[src/rtl/if_fetch_stage.sv]
// Instruction-fetch stage: owns the fetch PC, keeps one imem request in flight,
// absorbs ID stalls with a one-entry hold buffer and squashes fetches on redirect.
module if_fetch_stage #(
  parameter logic [31:0] RESET_PC  = 32'h0000_0000,
  parameter logic [31:0] NOP_INSTR = 32'h0000_0000
) (
  input  logic        clk,
  input  logic        rst_n,
  input  logic        id_stall,
  input  logic        redirect_valid,
  input  logic [31:0] redirect_pc,
  output logic        imem_req,
  output logic [31:0] imem_addr,
  input  logic        imem_rvalid,
  input  logic [31:0] imem_rdata,
  output logic [31:0] if_instrn,
  output logic [31:0] if_pc_addrout,
  output logic [31:0] if_pcp4,
  output logic        if_valid
);
  typedef enum logic [1:0] {RUN, HOLD, DRAIN} state_t;

  typedef struct packed {
    logic [31:0] instr;
    logic [31:0] pc;
    logic [31:0] pcp4;
    logic        valid;
  } ifid_t;

  state_t      state_q, state_d;
  logic [31:0] fetch_pc_q, fetch_pc_d;
  logic [31:0] req_addr_q, req_addr_d;
  logic [31:0] buf_instr_q, buf_instr_d;
  logic [31:0] buf_pc_q, buf_pc_d;
  logic        pending_q, pending_d;
  ifid_t       out_q, out_d;
  logic        complete;

  // The RUN term is combinational from the state regs, so gate it while in reset.
  assign imem_req  = rst_n & (pending_q | ((state_q == RUN) & ~id_stall) | (state_q == DRAIN));
  assign imem_addr = pending_q ? req_addr_q : fetch_pc_q;
  assign complete  = imem_req & imem_rvalid;

  always_comb begin
    state_d     = state_q;
    fetch_pc_d  = fetch_pc_q;
    req_addr_d  = req_addr_q;
    buf_instr_d = buf_instr_q;
    buf_pc_d    = buf_pc_q;
    pending_d   = pending_q;
    out_d       = out_q;

    if (redirect_valid) begin
      fetch_pc_d  = {redirect_pc[31:2], 2'b00};
      out_d.instr = NOP_INSTR;
      out_d.valid = 1'b0;
      // A request that cannot be cancelled must be waited out before the target is issued.
      if (imem_req && !complete) begin
        state_d    = DRAIN;
        pending_d  = 1'b1;
        req_addr_d = imem_addr;
      end else begin
        state_d   = RUN;
        pending_d = 1'b0;
      end
    end else begin
      case (state_q)
        RUN: begin
          if (complete) begin
            fetch_pc_d = fetch_pc_q + 32'd4;
            pending_d  = 1'b0;
            if (id_stall) begin
              buf_instr_d = imem_rdata;
              buf_pc_d    = imem_addr;
              state_d     = HOLD;
            end else begin
              out_d = '{instr: imem_rdata, pc: imem_addr, pcp4: imem_addr + 32'd4, valid: 1'b1};
            end
          end else begin
            if (imem_req) begin
              pending_d  = 1'b1;
              req_addr_d = imem_addr;
            end
            if (!id_stall) begin
              out_d.instr = NOP_INSTR;
              out_d.valid = 1'b0;
            end
          end
        end
        HOLD: begin
          if (!id_stall) begin
            out_d   = '{instr: buf_instr_q, pc: buf_pc_q, pcp4: buf_pc_q + 32'd4, valid: 1'b1};
            state_d = RUN;
          end
        end
        DRAIN: begin
          out_d.instr = NOP_INSTR;
          out_d.valid = 1'b0;
          if (complete) begin
            pending_d = 1'b0;
            state_d   = RUN;
          end
        end
        default: state_d = RUN;
      endcase
    end
  end

  always_ff @(posedge clk or negedge rst_n) begin
    if (!rst_n) begin
      state_q     <= RUN;
      fetch_pc_q  <= RESET_PC;
      req_addr_q  <= 32'h0;
      buf_instr_q <= NOP_INSTR;
      buf_pc_q    <= 32'h0;
      pending_q   <= 1'b0;
      out_q       <= '{instr: NOP_INSTR, pc: 32'h0, pcp4: 32'h0, valid: 1'b0};
    end else begin
      state_q     <= state_d;
      fetch_pc_q  <= fetch_pc_d;
      req_addr_q  <= req_addr_d;
      buf_instr_q <= buf_instr_d;
      buf_pc_q    <= buf_pc_d;
      pending_q   <= pending_d;
      out_q       <= out_d;
    end
  end

  assign if_instrn     = out_q.instr;
  assign if_pc_addrout = out_q.pc;
  assign if_pcp4       = out_q.pcp4;
  assign if_valid      = out_q.valid;
endmodule

[config.mk]
export PLATFORM = sky130hd
export DESIGN_NAME = if_fetch_stage
export DESIGN_NICKNAME = d
export VERILOG_FILES = /design/src/rtl/if_fetch_stage.sv
export SDC_FILE = /design/constraint.sdc
export NUM_CORES = 1
export LEC_CHECK = 0
export ABC_AREA = 1
export ABC_CLOCK_PERIOD_IN_PS = 4200
export BUFFER_PORTS_ARGS = -buffer_cell sky130_fd_sc_hd__clkbuf_2
export CORE_ASPECT_RATIO = 0.5
export CORE_MARGIN = 5
export CORE_UTILIZATION = 25
export CTS_CLUSTER_DIAMETER = 50
export DETAILED_ROUTE_END_ITERATION = 6
export GPL_TIMING_DRIVEN = 0
export PLACE_DENSITY_LB_ADDON = 0.1
export SYNTH_ARGS = -nofsm -noshare
export SYNTH_HDL_FRONTEND = slang
export SYNTH_SLANG_ARGS = --single-unit
[constraint.sdc]
create_clock -name clk -period 4.2 [get_ports clk]
set_input_delay 0.42 -clock clk [delete_from_list [all_inputs] [get_ports clk]]
set_output_delay 0.42 -clock clk [all_outputs]
set_load 0.005 [all_outputs]
Word level (Yosys, flattened, before mapping). Cells that the tools add are included.

$add $sub $neg: 3. Equality and inequality tests: 13. Mux-type cells: 34. Bitwise logic cells: 7. Reductions and logical operators: 16.

Operators with widths (count): 32-bit two-way mux (12); 97-bit two-way mux (2); 64-bit case mux with 2 select lines (1); 32-bit by 3-bit adder with 32-bit output (second input constant) (3); 32-bit case mux with 3 select lines (1); 64-bit two-way mux (1); 3-bit != test (second input constant) (5); 2-bit two-way mux (6); 4-bit AND reduction (3); 1-bit two-way mux (8); 2-bit != test (second input constant) (4); 2-bit nonzero test (4); 2-bit case mux with 3 select lines (1); 3-bit AND reduction (2); 5-bit AND reduction (1); 4-bit != test (second input constant) (1); 4-bit nonzero test (1); 1-bit bitwise AND (3); 1-bit case mux with 3 select lines (1); 3-bit nonzero test (1); 2-bit by 1-bit equality test with 1-bit output (second input constant) (1); 2-bit equality test (second input constant) (1); 2-bit zero test (1); 2-bit by 1-bit != test with 1-bit output (second input constant) (1); 6 further kinds (8).

Register bits: 228. Input port bits: 69. Output and inout bits: 130. Logic and storage cells: 83.

Logic depth before layout (Yosys ltp). Gate-level depths: netlist (run 1).

Depth after elaboration: 10. Depth in mapped cells: 16. Gate-level depth less buffers: 15.

Worst setup path before layout (run 1). Ideal clock, no wire load.

Path kind: reg-to-reg. Start point: register state_q[1]. End point: register out_q, in the netlist if_pcp4[20]. Setup time: 0.124 ns. Arrival: 1.998 ns. Required time: 4.076 ns. Setup slack: 2.078 ns. Stages on the path, launching flop included: 14. Buffers on the path: 1. Clock period less this slack: 2.122 ns. Path through: dfrtp_1 > inv_1 > ha_1 > buf_4 > inv_4 > o21ai_2 > ha_1 > nand3_1 > nor2_4 > nand3_2 > nor2_2 > nand2_1 > nand3_1 > nand3_1.

Longest elaborated chain between the ends: 8. Elaborated cells on any way between the ends: 14. Those cells by class: eq/ne: 5; mux: 1; bitwise: 5; reduce/logical: 3.

RTL lines: start, declared (RTL line 30) `state_t state_q, state_d;`; start signal, assigned (RTL line 119) `state_q <= state_d;`; 2-bit zero test (RTL line 40, 67); 1-bit bitwise AND (RTL line 40) `assign imem_req = rst_n & (pending_q | ((state_q == RUN) & ~id_stall) | (state_q == DRAIN));`; 1-bit OR (2 in a row) (RTL line 40); 1-bit bitwise AND (RTL line 40); 1-bit bitwise AND (RTL line 42) `assign complete = imem_req & imem_rvalid;`; 2-bit != test (no line); 5-bit AND reduction (no line); end signal, assigned (RTL line 117) `out_q <= '{instr: NOP_INSTR, pc: 32'h0, pcp4: 32'h0, valid: 1'b0};`; end signal, assigned (RTL line 125) `out_q <= out_d;`; end, declared (RTL line 36) `ifid_t out_q, out_d;`.

Several ways; a longest one is shown, not always the timed one. A chain may end at the register's enable or synchronous reset.

Worst setup path after layout (run 1).
Start point: register state_q[1]. End point: register out_q, in the netlist if_pcp4[26].

Same word-level chain as after synthesis.

==> results of run 1 <==
-- worst register-to-register path: cells and delay by family (launching register included) --
| family | cells | cell delay (ns) |
|---|---|---|
| fa+ha+maj | 2 | 0.45 |
| flops | 1 | 0.38 |
| buf+inv | 4 | 0.52 |
| compound gates | 2 | 0.58 |
| simple gates | 5 | 0.84 |
-- how the worst max path moves through the flow --
stage | depth (start not counted) | slack (ns) | endpoint | startpoint
3_5_place_dp | 13 | 1.30 | if_pcp4[26] | state_q[1]
2_1_floorplan | 13 | 2.08 | if_pcp4[20] | state_q[1]
3_3_place_gp | 6 | -3.50 | req_addr_q[11] | rst_n
4_1_cts | 13 | 1.29 | if_pcp4[26] | state_q[1]
6_report | 13 | 1.33 | if_pcp4[26] | state_q[1]
5_1_grt | 13 | 1.01 | if_pcp4[26] | state_q[1]
-- area by class of cell --
cell class	count	share of cell area, %
Clock buffer	35	4.95
Buffer	67	2.48
Inverter	94	2.49
Timing Repair Buffer	198	7.37
Clock inverter	15	0.993
Multi-Input combinational cell	1028	36.8
Sequential cell	224	39.4
Tap cell	627	5.51
-- cell usage after synthesis, types with 2 or more instances --
cell type / n
nand2_2: 40
a32o_1: 3
buf_4: 5
buf_6: 5
nor2_1: 146
nor3_1: 11
mux2i_1: 10
mux2_2: 53
xnor2_1: 2
inv_1: 85
o21ai_2: 5
nand2_4: 2
inv_2: 7
buf_1: 6
xor2_1: 11
a21boi_0: 2
nand3_2: 3
dfrtp_1: 224
clkbuf_2: 2
o211ai_1: 15
ha_1: 5
nand4_1: 15
a22oi_1: 3
and2_1: 3
nor2_2: 19
a21oi_1: 16
o22ai_1: 10
clkbuf_1: 23
o21ai_0: 89
nand3b_1: 3
buf_2: 25
nand2_1: 428
a31oi_1: 25
nand3_1: 79
o21ai_1: 5
a32oi_1: 2
o31ai_1: 11
nor2_4: 7
-- per-stage QoR --
stage / setup TNS (ns) / total power (W) / setup slack [ns] / cell area [sq um]
6_report: 0 / 0.0115 / 1.33 / 14200
3_5_place_dp: 0 / 0.00935 / 1.30 / 13400
3_3_place_gp: -1285.66 / 0.00935 / -3.50 / 13300
2_1_floorplan: 0 / 0.00701 / 2.08 / 11600
5_1_grt: 0 / 0.0125 / 1.01 / 14200
4_1_cts: 0 / 0.0117 / 1.29 / 14200
-- cells by family (layout without fill, tap and decap cells) --
kind of cell | Yosys count | after routing | synth area share (%)
and+or+nand+nor | 757 | 757 | 28.1
DFF | 224 | 224 | 48.5
AOI/OAI and AO/OA | 190 | 190 | 9.75
buffers and inverters | 161 | 409 | 6.13
muxes | 63 | 63 | 6.03
xor gates and xnor gates | 13 | 13 | 0.985
adders and majority gates | 5 | 5 | 0.541
-- metal layers --
metal | vias to the layer above | track usage, % | share of wire, %
li1 | 5100 | - | -
met1 | 4974 | 22.7 | 46
met2 | 178 | 28.7 | 48
met3 | 56 | 2.73 | 4.0
met4 | 2 | 3.55 | 2.0
met5 | - | 0 | 0.026
-- registers in the layout (all words and copies together), names as in the netlist --
signal         count
buf_instr_q       32
buf_pc_q          32
fetch_pc_q        30
if_instrn         32
if_pc_addrout     32
if_pcp4           30
if_valid           1
pending_q          1
req_addr_q        32
state_q            2
-- what timing repair did --
item                                   in CTS  in global routing
setup buffers                               0                  0
endpoints found under the hold margin      56                  0
hold buffers                                1                  0
-- power by group --
part | switching (W) | leakage [nW] | internal [W] | total [W]
sequential | 0.000705 | 2.79 | 0.00315 | 0.00386
clock | 0.00104 | 0.409 | 0.00127 | 0.00231
combinational | 0.00348 | 3.70 | 0.00187 | 0.00534
total | 0.00522 | 6.89 | 0.00629 | 0.0115
==> qor.txt, run 1 <==
Final std cells w/o fill - 2288
Average wire per standard cell - 18.9 um
Synth Flop Type - dfrtp_1
Clk Tree Root Cell - clkbuf_16
TritonCTS clock tree - done
GRT overflow - 0
Detailed-route DRC error count - 0
Area contributors post-synth - dfrtp_1, nand2_1, mux2_2
I/O pin cnt - 199
Core area - 45500 sq um
Final hold violation count - 0
Delay-heaviest family, CP - simple AND/OR/NAND/NOR gates
R2R Path End - if_pcp4[26]
CP max-delay cell - o21ai_2
DR pass1 iterations - 5
Syn Area/Cell - 8.18 sq um
PwrDens - 808 nW/um^2
CTS H-Tree Depth - 1
Worst-path cell chain - inv_1, ha_1, buf_4, inv_4, o21ai_2, ha_1, nand3_1, nor2_4, inv_1, nor2_1, nand3_1, o21ai_1, nand3_1
Hold Path Class - in -> reg
Synthesized Nets - 1487
Max-cap violations - 0
Critical path buffers and inverters - 4
CP required - 4.65 ns
Synthesized flop and latch total - 224
Worst hold stages - 3
Area leader, netlist - dfrtp_1
Post-synth cell types - 46
WP data arrival - 3.31 ns
Clk_lat worst skew - 0.57 ns
Number of global-route vias before repair - 10.6k
Pleak - 6.89 nW
HPWL after DPL - 32800 um
Hold Path End - buf_instr_q[0]
RSZ-0062 raised after global routing - no
Kind of end point of the critical path - flip-flop
WL final - 43100 um
Post-synth EDFFs - 0
Post-synth top area share - 48.5%
Syn Std Cell Area - 11600 sq um
Commonest cells after routing, fill and taps aside - nand2_1, dfrtp_1, clkbuf_2, nor2_1, o21ai_0
Critical Path Start Type - flip-flop
Antenna diodes - 0
Port bufs - 195
Row cnt - 55
Reg2Reg Depth - 13
Max stage delay on crit path - 0.39 ns
Gpl congestion - 0.863
Peak supply drop - 0.339 mV
Status - completed
Final setup skew - 0.0295 ns
Final nets - 1714
Global-route wire length before repair - 65900 um
Final Setup Violations - 0
Post-route ant nets - 0
Vias - 10.3k
Final max-slew violation count - 0
DR iter-0 viols - 676
Area delta synth->final - 23.2%
Register area - 5610 sq um
Part of the Yosys area used for sequential elements - 48.5%
Post-Syn Instances - 1413
Clock Path Buffers - 3
Initial Utilization - 25.4%
Vias per cell - 4.51
Most common cell after layout, fill and taps aside - nand2_1
Most frequent CP cell - nand3_1
Crit-path max FO - 10
Worst reg-to-reg setup slack - 1.33 ns
Clock-pin slew on the worst setup and hold paths - 0.07 ns
Largest net degree at the start of global routing - 100
Clk sinks - 224
Layout cells sized above 1 - 25.0%
Die ar. - 50900 sq um
Slew HR - 45.9%
Reg2reg start - state_q[1]
Fillers - 4951
Yosys Warn Count - 0
Final Cycle Share - 68.2%
Asr flop ratio synth - 100%
Initial antenna violation count - 2
Number of placed instances, taps included - 2237
Area taken by multi-input logic gates - 5250 sq um
CTS resizes - 0
Total track usage - 16.8%
Critical setup path kind - reg -> reg
Die Span X - 314 um
Smallest hold slack - 0.0995 ns
Hold Startpoint - imem_rdata[0]
Worst slew pin tran - 0.811 ns
Fmax - 349 MHz
Final Critical Period - 2.87 ns
Final core occ - 31.3%
Die Y - 162 um
CTS buffer count - 27
Power figures use the tool's default switching activity.
==> run 2, diff against run 1 <==
- ABC_AREA: 1 -> 0
- ABC_CLOCK_PERIOD_IN_PS: 4200 -> 2550
- clock period: 4.2 -> 2.55 ns (I/O delays scaled with it)
==> qor.txt, run 2 <==
Status - finished with violations (was completed)
Failing checks - hold timing
DR pass1 iterations - 5 (unchanged)
Main combinational cell family by area after synthesis - simple AND/OR/NAND/NOR gates (unchanged)
Yosys Warn Count - 0 (unchanged)
Synth cell count leaders - dfrtp_1, nand2_1, o21ai_0, nor2_1, mux2i_1 (was nand2_1, dfrtp_1, nor2_1, o21ai_0, inv_1)
Vias - 8688 (was 10.3k)
Row cnt - 52 (was 55)
Crit-path max FO - 10 (unchanged)
Synth Area in XOR/XNOR - 4.62% (was 0.985%)
TritonCTS clock tree - done (unchanged)
Most common cell after layout, fill and taps aside - dfrtp_1 (was nand2_1)
Post-route ant nets - 0 (unchanged)
Syn Area/Cell - 10.0 sq um (was 8.18 sq um)
Final max-slew violation count - 0 (unchanged)
Post-Syn Instances - 1039 (was 1413)
CP required - 3.00 ns (was 4.65 ns)
Antenna diodes - 0 (unchanged)
Area contributors post-synth - dfrtp_1, mux2i_1, nand2_1 (was dfrtp_1, nand2_1, mux2_2)
Largest net degree at the start of global routing - 102 (was 100)
Die Y - 154 um (was 162 um)
Clock-pin slew on the worst setup and hold paths - 0.06 ns (was 0.07 ns)
Simple-Gate Fraction of Synth Area - 14.2% (was 28.1%)
Synthesized flop and latch total - 224 (unchanged)
Asr flop ratio synth - 100% (unchanged)
Syn Std Cell Area - 10400 sq um (was 11600 sq um)
WL final - 34600 um (was 43100 um)
Pleak - 6.72 nW (was 6.89 nW)
Worst slew pin tran - 0.976 ns (was 0.811 ns)
Area leader, netlist - dfrtp_1 (unchanged)
Final Setup Violations - 0 (unchanged)
Final hold violation count - 98 (was 0)
Initial antenna violation count - 0 (was 2)
Post-synth cell types - 53 (was 46)
Post-Synth Adder-Cell Area - 0.599% (was 0.541%)
Max-cap violations - 0 (unchanged)
Critical setup path kind - reg -> reg (unchanged)
Design area - 14900 sq um (was 14200 sq um)
Number of global-route vias before repair - 8926 (was 10.6k)
Fmax - 394 MHz (was 349 MHz)
Final Critical Period - 2.54 ns (was 2.87 ns)
Die Span X - 299 um (was 314 um)
Sequential power share - 37.4% (was 33.5%)
Smallest hold slack - -0.229 ns (was 0.0995 ns)
I/O pin cnt - 199 (unchanged)
Port bufs - 196 (was 195)
Most frequent cell after synthesis - dfrtp_1 (was nand2_1)
Clk sinks - 224 (unchanged)
Hold Path Class - in -> async (was in -> reg)
Clk_lat worst skew - 0.57 ns (about the same)
HPWL after DPL - 24400 um (was 32800 um)
Placed cell areas - 12200 sq um (was 13400 sq um)
GRT overflow - 0 (unchanged)
Comb power frac - 34.4% (was 46.4%)
Gpl congestion - 0.789 (was 0.863)
Switching Share - 36.0% (was 45.3%)
DR iter-0 viols - 447 (was 676)
Detailed-route DRC error count - 0 (unchanged)
CTS H-Tree Depth - 1 (unchanged)
Area delta synth->final - 42.4% (was 23.2%)
Part of the Yosys area used for sequential elements - 53.7% (was 48.5%)
Final Cycle Share - 99.6% (was 68.2%)
Post-synth EDFFs - 0 (unchanged)
Synthesized Nets - 1113 (was 1487)
Synth Flop Type - dfrtp_1 (unchanged)
RSZ-0062 raised after global routing - yes (was no)
# hold bufs at CTS - 66 (was 1)
Net switching power - 0.00552 W (was 0.00522 W)
CTS buffer count - 29 (was 27)
Clk Tree Root Cell - clkbuf_16 (unchanged)
Total track usage - 14.6% (was 16.8%)
Clock Power Share - 28.2% (was 20.1%)
Power Internal - 0.00982 W (was 0.00629 W)
Setup TNS - 0 ns (unchanged)
Commonest cells after routing, fill and taps aside - dfrtp_1, clkbuf_2, nand2_1, o21ai_0, nor2_1 (was nand2_1, dfrtp_1, clkbuf_2, nor2_1, o21ai_0)
Post-synthesis mux area share - 11.8% (was 6.03%)
Final nets - 1443 (was 1714)
Critical Path Start Type - flip-flop (unchanged)
Post-synth top area share - 53.7% (was 48.5%)
Die ar. - 46200 sq um (was 50900 sq um)
Slew HR - 35.0% (was 45.9%)
Initial Utilization - 25.5% (was 25.4%)
Clock Path Buffers - 3 (unchanged)
Global-route wire length before repair - 53400 um (was 65900 um)
WP data arrival - 2.99 ns (was 3.31 ns)
Vias per cell - 4.50 (was 4.51)
Final setup skew - 0.0188 ns (was 0.0295 ns)
Core area - 40900 sq um (was 45500 sq um)
Kind of end point of the critical path - flip-flop (unchanged)
Layout cells sized above 1 - 33.1% (was 25.0%)
Synth Area in Compound Gates - 10.7% (was 9.75%)
Average wire per standard cell - 17.9 um (was 18.9 um)
Peak supply drop - 0.487 mV (was 0.339 mV)
PwrDens - 1030 nW/um^2 (was 808 nW/um^2)
run 2: repair_timing:
action | CTS | global route
buffers inserted | 23 | 17
hold endpoints to repair | 126 | 98
gates resized for setup | 112 | 52
pin swaps | 13 | 11
cloned | 0 | 1
endpoints found under the setup margin | 206 | 168
run 2: critical path: stages (launching register included):
cell,delay [ns]
dfrtp_1,0.39
inv_2,0.09
ha_4,0.20
clkinv_8,0.08
buf_6,0.19
mux2i_2,0.27
nor4_4,0.41
nand3_4,0.13
buf_6,0.15
nor4_4,0.24
nor3_2,0.06
a211o_1,0.22
run 2: path summary, 6_finish.rpt:
path	depth (start not counted)	from	end	slack, ns
min in group clk	4	id_stall	if_pc_addrout[30]	0.19
max	11	state_q[1]	if_pcp4[28]	0.01
min reg2reg	2	if_instrn[1]	if_instrn[1]	0.48
max reg2reg	11	state_q[1]	if_pcp4[28]	0.01
min	2	rst_n	buf_instr_q[15]	-0.23
max in group asynchronous	4	rst_n	if_instrn[1]	1.90
run 2: per-layer routing:
layer  GRT usage, %  wire (um)
met5              0          0
met4           3.15        797
met3           2.48       1130
met2           24.9      16800
met1           19.7      15900
run 2: cell type report:
| cell class | instances | area, sq um |
|---|---|---|
| plain buffers | 54 | 363 |
| clock buffers | 36 | 812 |
| clock inverters | 17 | 201 |
| fillers | 4126 | 26000 |
| inverters | 45 | 181 |
| multi-input cells | 711 | 4930 |
| flip-flops and latches | 224 | 5610 |
| well taps | 540 | 676 |
| repair buffers | 304 | 2090 |
run 2: cell families (layout without fill, tap and decap cells):
logic type,after synthesis,count (layout)
xor+xnor,55,55
mux,118,118
buf+inv,105,456
flops,224,224
compound gates,215,215
fa+ha+maj,5,5
simple gates,317,318
run 2: metrics by stage:
stage / util [%] / hold slack [ns] / total power (W) / worst slack, ns / std cells
2_1_floorplan: - / -0.0406 / 0.00819 / -0.000762 / 1039
3_3_place_gp: 29.6 / 0.464 / 0.0101 / -5.24 / 1775
3_5_place_dp: 29.8 / 0.225 / 0.0102 / -1.21 / 1777
4_1_cts: 35.5 / -0.218 / 0.0152 / -0.114 / 1915
5_1_grt: 36.4 / -0.222 / 0.0164 / -0.122 / 1931
6_report: 36.4 / -0.229 / 0.0153 / 0.0114 / 1931
run 2: power by group through the flow:
stage                     registers (W)  clock network, W  logic (W)
after floorplan                 0.00555                 0    0.00264
after global placement          0.00567                 0    0.00444
after detailed placement        0.00570                 0    0.00453
after CTS                       0.00571           0.00448    0.00506
after global routing            0.00590           0.00463    0.00585
final                           0.00573           0.00433    0.00527
==> run 3, diff against run 2 <==
- CORE_MARGIN: 5 -> not set
==> qor.txt, run 3 (synthesis results as in run 2) <==
Met1 usage - 21.6% (was 19.7%)
Clk_lat worst skew - 0.55 ns (was 0.57 ns)
GRT overflow - 0 (unchanged)
DR pass1 iterations - 4 (was 5)
DR iter-0 viols - 500 (was 447)
Largest net degree at the start of global routing - 109 (was 102)
Antenna diodes - 0 (unchanged)
Initial antenna violation count - 0 (unchanged)
Final Critical Period - 2.58 ns (was 2.54 ns)
Global-route wire length before repair - 51700 um (was 53400 um)
Kind of end point of the critical path - flip-flop (unchanged)
Worst-path cell chain - buf_6, buf_8, mux2i_4, inv_2, mux2i_4, inv_1, ha_2, inv_2, nor4_4, nand3_4, buf_6, nor4_4, and3_1, a211o_1 (was inv_2, ha_4, clkinv_8, buf_6, mux2i_2, nor4_4, nand3_4, buf_6, nor4_4, nor3_2, a211o_1)
Slew HR - 36.9% (was 35.0%)
Worst reg-to-reg setup slack - -0.03 ns (was 0.01 ns)
Port bufs - 196 (unchanged)
Die ar. - 42600 sq um (was 46200 sq um)
WP data arrival - 3.02 ns (was 2.99 ns)
CTS H-Tree Depth - 1 (unchanged)
CP required - 2.99 ns (was 3.00 ns)
Worst hold stages - 3
Final nets - 1436 (was 1443)
Met2 Use GR - 25.4% (was 24.9%)
TritonCTS clock tree - done (unchanged)
Max-cap violations - 0 (unchanged)
Die Y - 146 um (was 154 um)
Peak supply drop - 0.452 mV (was 0.487 mV)
Fmax - 388 MHz (was 394 MHz)
Fillers - 4100 (was 4126)
PwrDens - 1020 nW/um^2 (was 1030 nW/um^2)
Die Span X - 291 um (was 299 um)
Commonest cells after routing, fill and taps aside - dfrtp_1, clkbuf_2, nand2_1, o21ai_0, nor2_1 (unchanged)
Core area - 40800 sq um (was 40900 sq um)
I/O pin cnt - 199 (unchanged)
Hold Path Class - in -> reg (was in -> async)
Row cnt - 52 (unchanged)
Pleak - 6.72 nW (about the same)
Reg2reg start - pending_q (was state_q[1])
RSZ-0062 raised after global routing - yes (unchanged)
Clock Path Buffers - 3 (unchanged)
Max stage delay on crit path - 0.34 ns (was 0.41 ns)
Vias per cell - 4.46 (was 4.50)
Post-route ant nets - 0 (unchanged)
Gpl congestion - 0.781 (was 0.789)
Smallest hold slack - 0.220 ns (was -0.229 ns)
R2R Path End - if_pcp4[28] (unchanged)
Clk sinks - 224 (unchanged)
HPWL after DPL - 23800 um (was 24400 um)
Status - finished with violations (unchanged)
Hold Startpoint - redirect_valid
Reg2Reg Depth - 14 (was 11)
Failing checks - setup timing (was hold timing)
Final setup skew - 0.0156 ns (was 0.0188 ns)
Clock-pin slew on the worst setup and hold paths - 0.06 ns (about the same)
Setup TNS - -0.0451 ns (was 0 ns)
Final hold violation count - 0 (was 98)
Detailed-route DRC error count - 0 (unchanged)
Number of global-route vias before repair - 8632 (was 8926)
CP max-delay cell - dfrtp_1 (was nor4_4)
Area delta synth->final - 41.9% (was 42.4%)
Vias - 8586 (was 8688)
Final Setup Violations - 2 (was 0)
Worst slew pin tran - 0.946 ns (was 0.976 ns)
Critical setup path kind - reg -> reg (unchanged)
Worst setup margin - -0.0288 ns (was 0.0114 ns)
CTS buffer count - 28 (was 29)
Final core occ - 36.3% (was 36.4%)
Average wire per standard cell - 17.6 um (was 17.9 um)
Final Cycle Share - 101% (was 99.6%)
Clk Tree Root Cell - clkbuf_16 (unchanged)
Final max-slew violation count - 0 (unchanged)
Placed cell areas - 12200 sq um (unchanged)
Most common cell after layout, fill and taps aside - dfrtp_1 (unchanged)
Crit-path max FO - 10 (unchanged)
Total track usage - 15.6% (was 14.6%)
Pre-CTS setup slack - -1.11 ns (was -1.21 ns)
Layout cells sized above 1 - 32.7% (was 33.1%)
WL final - 33800 um (was 34600 um)
Hold Path End - state_q[0]
Critical Path Start Type - flip-flop (unchanged)
Met3 global-route usage - 3.04% (was 2.48%)
GR peak layer - met2 (unchanged)
Design area - 14800 sq um (was 14900 sq um)
Initial Utilization - 25.6% (was 25.5%)
[run 3: cell types whose count changed in the layout (fill, tap and decap cells not counted), sizes merged]
cell	previous run	this run
buf	63	55
bufinv	3	1
clkbuf	267	272
clkinv	8	10
clkinvlp	3	1
inv	48	46
[run 3: worst max path at each step]
| stage | start | to | slack [ns] |
|---|---|---|---|
| after global routing | state_q[1] | if_pcp4[30] | -0.17 |
| after global placement | rst_n | buf_pc_q[31] | -5.20 |
| after CTS | state_q[0] | if_pcp4[26] | -0.20 |
| after detailed placement | rst_n | buf_pc_q[17] | -1.11 |
| final | pending_q | if_pcp4[28] | -0.03 |
| after floorplan | state_q[1] | if_pcp4[22] | -0.0008 |
[run 3: metrics by stage]
stage               power [W]  cells
global route           0.0161   1924
detailed placement     0.0102   1777
CTS                    0.0149   1914
finish                 0.0151   1924
floorplan             0.00819   1039
global placement       0.0101   1775
[run 3: area by class of cell]
cell class | count | area, sq um | area share [%]
buffer | 57 | 370 | 2.50
clock inverter | 13 | 110 | 0.744
sequential | 224 | 5610 | 37.9
clock buffer | 39 | 813 | 5.49
multi-input combinational | 711 | 5030 | 34.0
timing repair buffer | 295 | 2020 | 13.6
inverter | 45 | 181 | 1.23
tap | 540 | 676 | 4.56
[run 3: layer usage]
layer  part of all wire (%)  routed length, um
met5                      0                  0
met2                     47              15800
met1                     47              16000
met4                    1.9                629
met3                    4.0               1340
[run 3: power by group]
group	internal [W]	switching [W]	total (W)
sequential	0.00486	0.000859	0.00572
clock	0.00234	0.00168	0.00402
combinational	0.00239	0.00293	0.00532
total	0.00959	0.00547	0.0151
[run 3: repair_timing]
action | in CTS | in global routing
hold buffers | 65 | 0
buffers inserted | 20 | 12
resized for setup | 116 | 68
endpoints found under the hold margin | 138 | 0
setup endpoints to repair | 206 | 125
pin swaps | 10 | 17
gates cloned | 1 | 0
[run 3: critical path, delay by kind of cell (launching register included)]
family,cells,cell delay [ns]
buf+inv,6,0.78
mux,2,0.53
simple gates,4,0.41
flops,1,0.34
compound gates,1,0.22
fa+ha+maj,1,0.20
